==> src/rtl/generic_router_pkg.sv <==
// Shared constants and types for the generic_router drain path.
package generic_router_pkg;

  localparam int unsigned ROUTER_WORD_W     = 64;
  localparam int unsigned FIFO_READER_SLOTS = 3;
  localparam int unsigned SLOT_PTR_W        = 2;

  typedef logic [ROUTER_WORD_W-1:0] router_word_t;

  // Advance a slot pointer, wrapping after the last slot.
  function automatic logic [SLOT_PTR_W-1:0] slot_next(input logic [SLOT_PTR_W-1:0] p);
    return (p == SLOT_PTR_W'(FIFO_READER_SLOTS - 1)) ? '0 : p + SLOT_PTR_W'(1);
  endfunction

endpackage

==> src/rtl/fifo_reader_buf.sv <==
// 3-entry circular prefetch storage: write at tail, read at head.
// With FIFO_READER_PARITY_EN each entry also keeps a parity bit taken at capture.
module fifo_reader_buf
  import generic_router_pkg::*;
#(
  parameter int unsigned WIDTH = ROUTER_WORD_W
) (
  input  logic             clk,
  input  logic             reset,
  input  logic             wr_en,
  input  logic [WIDTH-1:0] wr_data,
  input  logic             rd_adv,
  output logic [WIDTH-1:0] rd_data
`ifdef FIFO_READER_PARITY_EN
  ,
  output logic             rd_parity
`endif
);

  logic [WIDTH-1:0]      mem_q [FIFO_READER_SLOTS];
  logic [WIDTH-1:0]      mem_d [FIFO_READER_SLOTS];
  logic [SLOT_PTR_W-1:0] head_q, head_d;
  logic [SLOT_PTR_W-1:0] tail_q, tail_d;
`ifdef FIFO_READER_PARITY_EN
  logic                  par_q [FIFO_READER_SLOTS];
  logic                  par_d [FIFO_READER_SLOTS];
`endif

  always_comb begin
    head_d = head_q;
    tail_d = tail_q;
    mem_d  = mem_q;
`ifdef FIFO_READER_PARITY_EN
    par_d  = par_q;
`endif
    if (wr_en) begin
      mem_d[tail_q] = wr_data;
`ifdef FIFO_READER_PARITY_EN
      par_d[tail_q] = ^wr_data;
`endif
      tail_d = slot_next(tail_q);
    end
    if (rd_adv) begin
      head_d = slot_next(head_q);
    end
  end

  // Pointers reset; payload storage is intentionally left uncleared.
  always_ff @(posedge clk) begin
    if (reset) begin
      head_q <= '0;
      tail_q <= '0;
    end else begin
      head_q <= head_d;
      tail_q <= tail_d;
    end
  end

  always_ff @(posedge clk) begin
    mem_q <= mem_d;
`ifdef FIFO_READER_PARITY_EN
    par_q <= par_d;
`endif
  end

  assign rd_data = mem_q[head_q];
`ifdef FIFO_READER_PARITY_EN
  assign rd_parity = par_q[head_q];
`endif

endmodule

==> src/rtl/fifo_reader_64.sv <==
// Drain side of the router FIFO: pops words, prefetches up to 3, streams them out.
// Optional FIFO_READER_PARITY_EN adds a registered even-parity output.
module fifo_reader_64
  import generic_router_pkg::*;
#(
  parameter int unsigned WIDTH = ROUTER_WORD_W
) (
  input  logic             clk,
  input  logic             reset,
  input  logic             empty,
  output logic             pop,
  input  logic [WIDTH-1:0] mem_rd_data,
  output logic             out_valid,
  input  logic             out_ready,
  output logic [WIDTH-1:0] out_data,
  output logic             busy
`ifdef FIFO_READER_PARITY_EN
  ,
  output logic             out_parity
`endif
);

  localparam int unsigned OCC_W  = 2;
  localparam int unsigned FILL_W = 3;

  logic [OCC_W-1:0]  occ_q, occ_d;
  logic              inflight_q, inflight_d;
  logic [FILL_W-1:0] fill_c;
  logic              fire_c;

  assign out_valid = (occ_q != '0);
  assign busy      = (occ_q != '0) || inflight_q;

  // pop looks only at registered fill level and empty, never at out_ready.
  always_comb begin
    fill_c     = FILL_W'(occ_q) + FILL_W'(inflight_q);
    pop        = !reset && !empty && (fill_c < FILL_W'(FIFO_READER_SLOTS));
    fire_c     = out_valid && out_ready;
    inflight_d = pop;
    occ_d      = OCC_W'(fill_c - FILL_W'(fire_c));
  end

  always_ff @(posedge clk) begin
    if (reset) begin
      occ_q      <= '0;
      inflight_q <= 1'b0;
    end else begin
      occ_q      <= occ_d;
      inflight_q <= inflight_d;
    end
  end

  fifo_reader_buf #(
    .WIDTH (WIDTH)
  ) u_buf (
    .clk       (clk),
    .reset     (reset),
    .wr_en     (inflight_q),
    .wr_data   (mem_rd_data),
    .rd_adv    (fire_c),
    .rd_data   (out_data)
`ifdef FIFO_READER_PARITY_EN
    ,
    .rd_parity (out_parity)
`endif
  );

endmodule

==> config.mk <==
export PLATFORM = sky130hd
export DESIGN_NAME = fifo_reader_64
export DESIGN_NICKNAME = d
export VERILOG_FILES = /design/src/rtl/generic_router_pkg.sv /design/src/rtl/fifo_reader_buf.sv /design/src/rtl/fifo_reader_64.sv
export SDC_FILE = /design/constraint.sdc
export NUM_CORES = 1
export LEC_CHECK = 0
export ABC_AREA = 1
export CAP_MARGIN = 20
export CORE_MARGIN = 2
export CORE_UTILIZATION = 45
export DETAILED_ROUTE_END_ITERATION = 10
export PLACE_DENSITY = 0.73
export SLEW_MARGIN = 30
export SYNTH_ARGS = -nofsm -noshare
export SYNTH_HDL_FRONTEND = slang
export SYNTH_HIERARCHICAL = 1
export SYNTH_SLANG_ARGS = --single-unit
==> constraint.sdc <==
create_clock -name clk -period 5.7 [get_ports clk]
set_clock_uncertainty 0.15 [all_clocks]
set_input_delay 1.14 -clock clk [delete_from_list [all_inputs] [get_ports clk]]
set_output_delay 1.14 -clock clk [all_outputs]
set_load 0.05 [all_outputs]
==> impl_metrics.csv <==
group,metric,value,unit
timing,min_period_over_period,0.7261,
layout,drive_above_1_share,0.09615,
clock_tree,cts_made_buffers,17,
die,ios,135,
yosys,synth.area.top_cells,"edfxtp_1 78%, nand2_1 10%, nand3_1 3.0%",
timing,min_period,4.139,ns
timing,setup_tns,0,ns
worst_setup_path,cp_top_family,"buffers and inverters",
global_routing,gr-total-overflow,0,
yosys,synth_flop_cell,"edfxtp_1",
route,vias,4402,
power_and_ir_drop,p_per_area,518.5,nW/um^2
clock_tree,cts_resized,0,
hold_path,min_path_cells,2,
yosys,yosysSeqAreaShare,0.7949,
yosys,synthArstFlopShare,0,
clock_tree,cts_tree,"built",
worst_setup_path,critPathMaxStageDelay,0.82,ns
worst_setup_path,start_kind,"register",
yosys,synth_area,7430,sq um
yosys,synth-adder-area-share,0.006736,
timing,maxSlewHeadroom,0.3720,
global_routing,grt_usage,0.1723,
worst_setup_path,reg2reg_depth,3,
clock_tree,cts_sinks,199,
clock_tree,cts_buffer_depth,2,
yosys,ys_types,19,
worst_setup_path,crit_required,4.41,ns
layout,regArea,5906,sq um
yosys,synth_commonest_cells,"201 x nand2_1, 192 x edfxtp_1, 44 x nand3_1",
global_routing,grt_pass1_wl,23.47,mm
yosys,synth_nets,593,
die,start_util,0.4643,
clock_tree,clkTransAtPathRegs,0.07,ns
worst_setup_path,cp_slowest_cell,"clkdlybuf4s50_1",
timing,setup_viol,0,
yosys,synth_largest_type_area_fraction,0.7760,
timing,rsz0062_at_grt,"false",
worst_setup_path,crit_type,"reg2out",
worst_setup_path,r2r_end,"u_buf/mem_q[52]",
power_and_ir_drop,power,4975,uW
route,postRouteAntennaNets,0,
die,die-width,132.5,um
hold_path,hp-start,"u_buf/tail_q[1]",
die,rows,46,
route,drt_first_pass_iters,4,
layout,multi_input_area,1353,sq um
placement,place.port_buffers,134,
yosys,yosys_register_bits,199,
layout,syn2layout_area_growth,29.15,%
layout,antennaDiodeCount,0,
timing,worst-slew-pin-transition,0.9420,ns
yosys,yosysTopAreaCell,"edfxtp_1",
route,routedWlPerCell,16.45,um
clock_tree,post_cts_buffers,0,
die,die-area,17550,sq um
worst_setup_path,reg2reg_setup_slack,3.73,ns
route,drc,0,
worst_setup_path,crit_fanout,62,
layout,num-fill-cells,1278,
yosys,synth_area_per_cell,14.26,sq um
yosys,syn_inst,521,
timing,slew_viol_final,0,
yosys,synth-edff-count,192,
placement,hpwlAfterDp,8.361,mm
yosys,synth-compound-area-share,0.005052,
worst_setup_path,cp-end-kind,"output port",
yosys,synth_simple_gate_area_frac,0.1686,
clock_tree,clk_latency,0.41,ns
status,status,"finished clean",
worst_setup_path,cp.arrival,2.85,ns
clock_tree,clockRootBuffer,"clkbuf_16",
worst_setup_path,r2r-start,"inflight_q",
layout,final_nets,735,
route,drt_wl_total,14.68,mm
placement,place.gp.congestion,0.7191,
yosys,ys_warn_count,6,
worst_setup_path,crit_chain,"inv_2, nor2_4, buf_4, nand2_1, nand3_1, clkdlybuf4s50_1",
clock_tree,cts_hold_buffers,0,
yosys,yosysMostFrequentCell,"nand2_1",
power_and_ir_drop,peakVddDrop,0.3316,mV
hold_path,hold_end,"u_buf/tail_q[1]",
global_routing,antenna_found_initial,0,
route,drtIter0Drc,246,
route,via_per_inst,4.935,
yosys,synth_xor_area_frac,0,
yosys,muxShareOfSynthArea,0,
global_routing,grt_pass1_vias,4559,
flow_run,drv_cap,0,
worst_setup_path,crit_buf_inv,3,
global_routing,grt_max_degree,65,
clock_tree,cts_max_level,4,
timing,hold_viol_final,0,
yosys,synth_top_family_by_area,"simple AND/OR/NAND/NOR gates",
hold_path,hp-class,"reg2reg",
die,core_area,16000,sq um
power_and_ir_drop,p_leak,0.003417,uW
die,fp.dieH,132.5,um
timing,max_freq,0.2416,GHz
## cells in the final DEF (no fill, tap or decap)
cell,count
clkbuf_16,17
ha_1,4
bufinv_16,3
nand2_2,1
clkinv_4,1
nand3_1,44
a21oi_1,4
nor2_4,3
o21ai_0,2
clkdlybuf4s50_1,134
inv_2,6
clkinvlp_4,4
o21a_1,1
nand3_2,21
nand3b_1,1
buf_8,1
buf_12,2
nand2_1,201
buf_4,5
nor3_2,1
clkbuf_1,7
inv_1,8
nor2_1,6
edfxtp_1,192
dfxtp_1,7
## metal layers
metal | wire (um) | vias up | global-route usage
met1 | 6306 | 2179 | 0.2139
met5 | 0 | - | 0
li1 | - | 2105 | -
met4 | 157 | 0 | 0.05496
met2 | 7545 | 104 | 0.3005
met3 | 668 | 14 | 0.03946
## cells by family after synthesis
family	Yosys count
adder cells (fa/ha/maj)	4
AO/OA/AOI/OAI	7
flip-flops	199
buffers and inverters	33
AND/OR/NAND/NOR	278
## worst max-delay path by stage
| stage | start | endpoint | slack [ns] | cells past startpoint |
|---|---|---|---|---|
| after floorplan | inflight_q | u_buf/mem_q[0] | 0.21 | 2 |
| after global placement | reset | pop | 1.73 | 5 |
| after global routing | u_buf/head_q[0] | out_data[52] | 1.37 | 6 |
| final | u_buf/head_q[0] | out_data[16] | 1.56 | 6 |
| after CTS | u_buf/head_q[1] | out_data[61] | 1.47 | 5 |
| after detailed placement | reset | pop | 1.66 | 5 |
## flip-flops by register name (all words and copies together) (netlist names)
signal / cells
occ_q: 2
u_buf/mem_q: 192
u_buf/head_q: 2
inflight_q: 1
u_buf/tail_q: 2
## worst min-delay path: cells and delay by family, from the launching register on
kind,cells,cell delay (ns)
compound gates,1,0.06
flops,1,0.32
simple gates,1,0.07
## final cells by class
type,count,share of cell area
tap,216,0.02817
clock buffer,24,0.04707
sequential,199,0.6155
clock inverter,8,0.01343
inverter,14,0.005477
multi-input combinational,289,0.1410
timing repair buffer,142,0.1494
## per-stage QoR
step,worst slack (ns),util,hold WS [ns],cells,cell area [sq um]
floorplan,0.2079,-,0.3010,521,7430
detailed placement,1.656,0.5612,0.3308,858,8980
finish,1.561,0.5997,0.3416,892,9595
CTS,1.468,0.5975,0.3408,890,9560
global route,1.370,0.5997,0.3804,892,9595
global placement,1.729,0.5612,0.3223,858,8980
## where the power goes
part / internal [uW] / total, uW / leakage (uW) / switching [uW]
combinational: 645 / 2080 / 0.00135 / 1440
sequential: 1690 / 1720 / 0.00181 / 32.1
clock: 692 / 1170 / 0.000265 / 481
total: 3020 / 4970 / 0.00342 / 1950
Note: power is estimated with default switching activity, not from simulation.
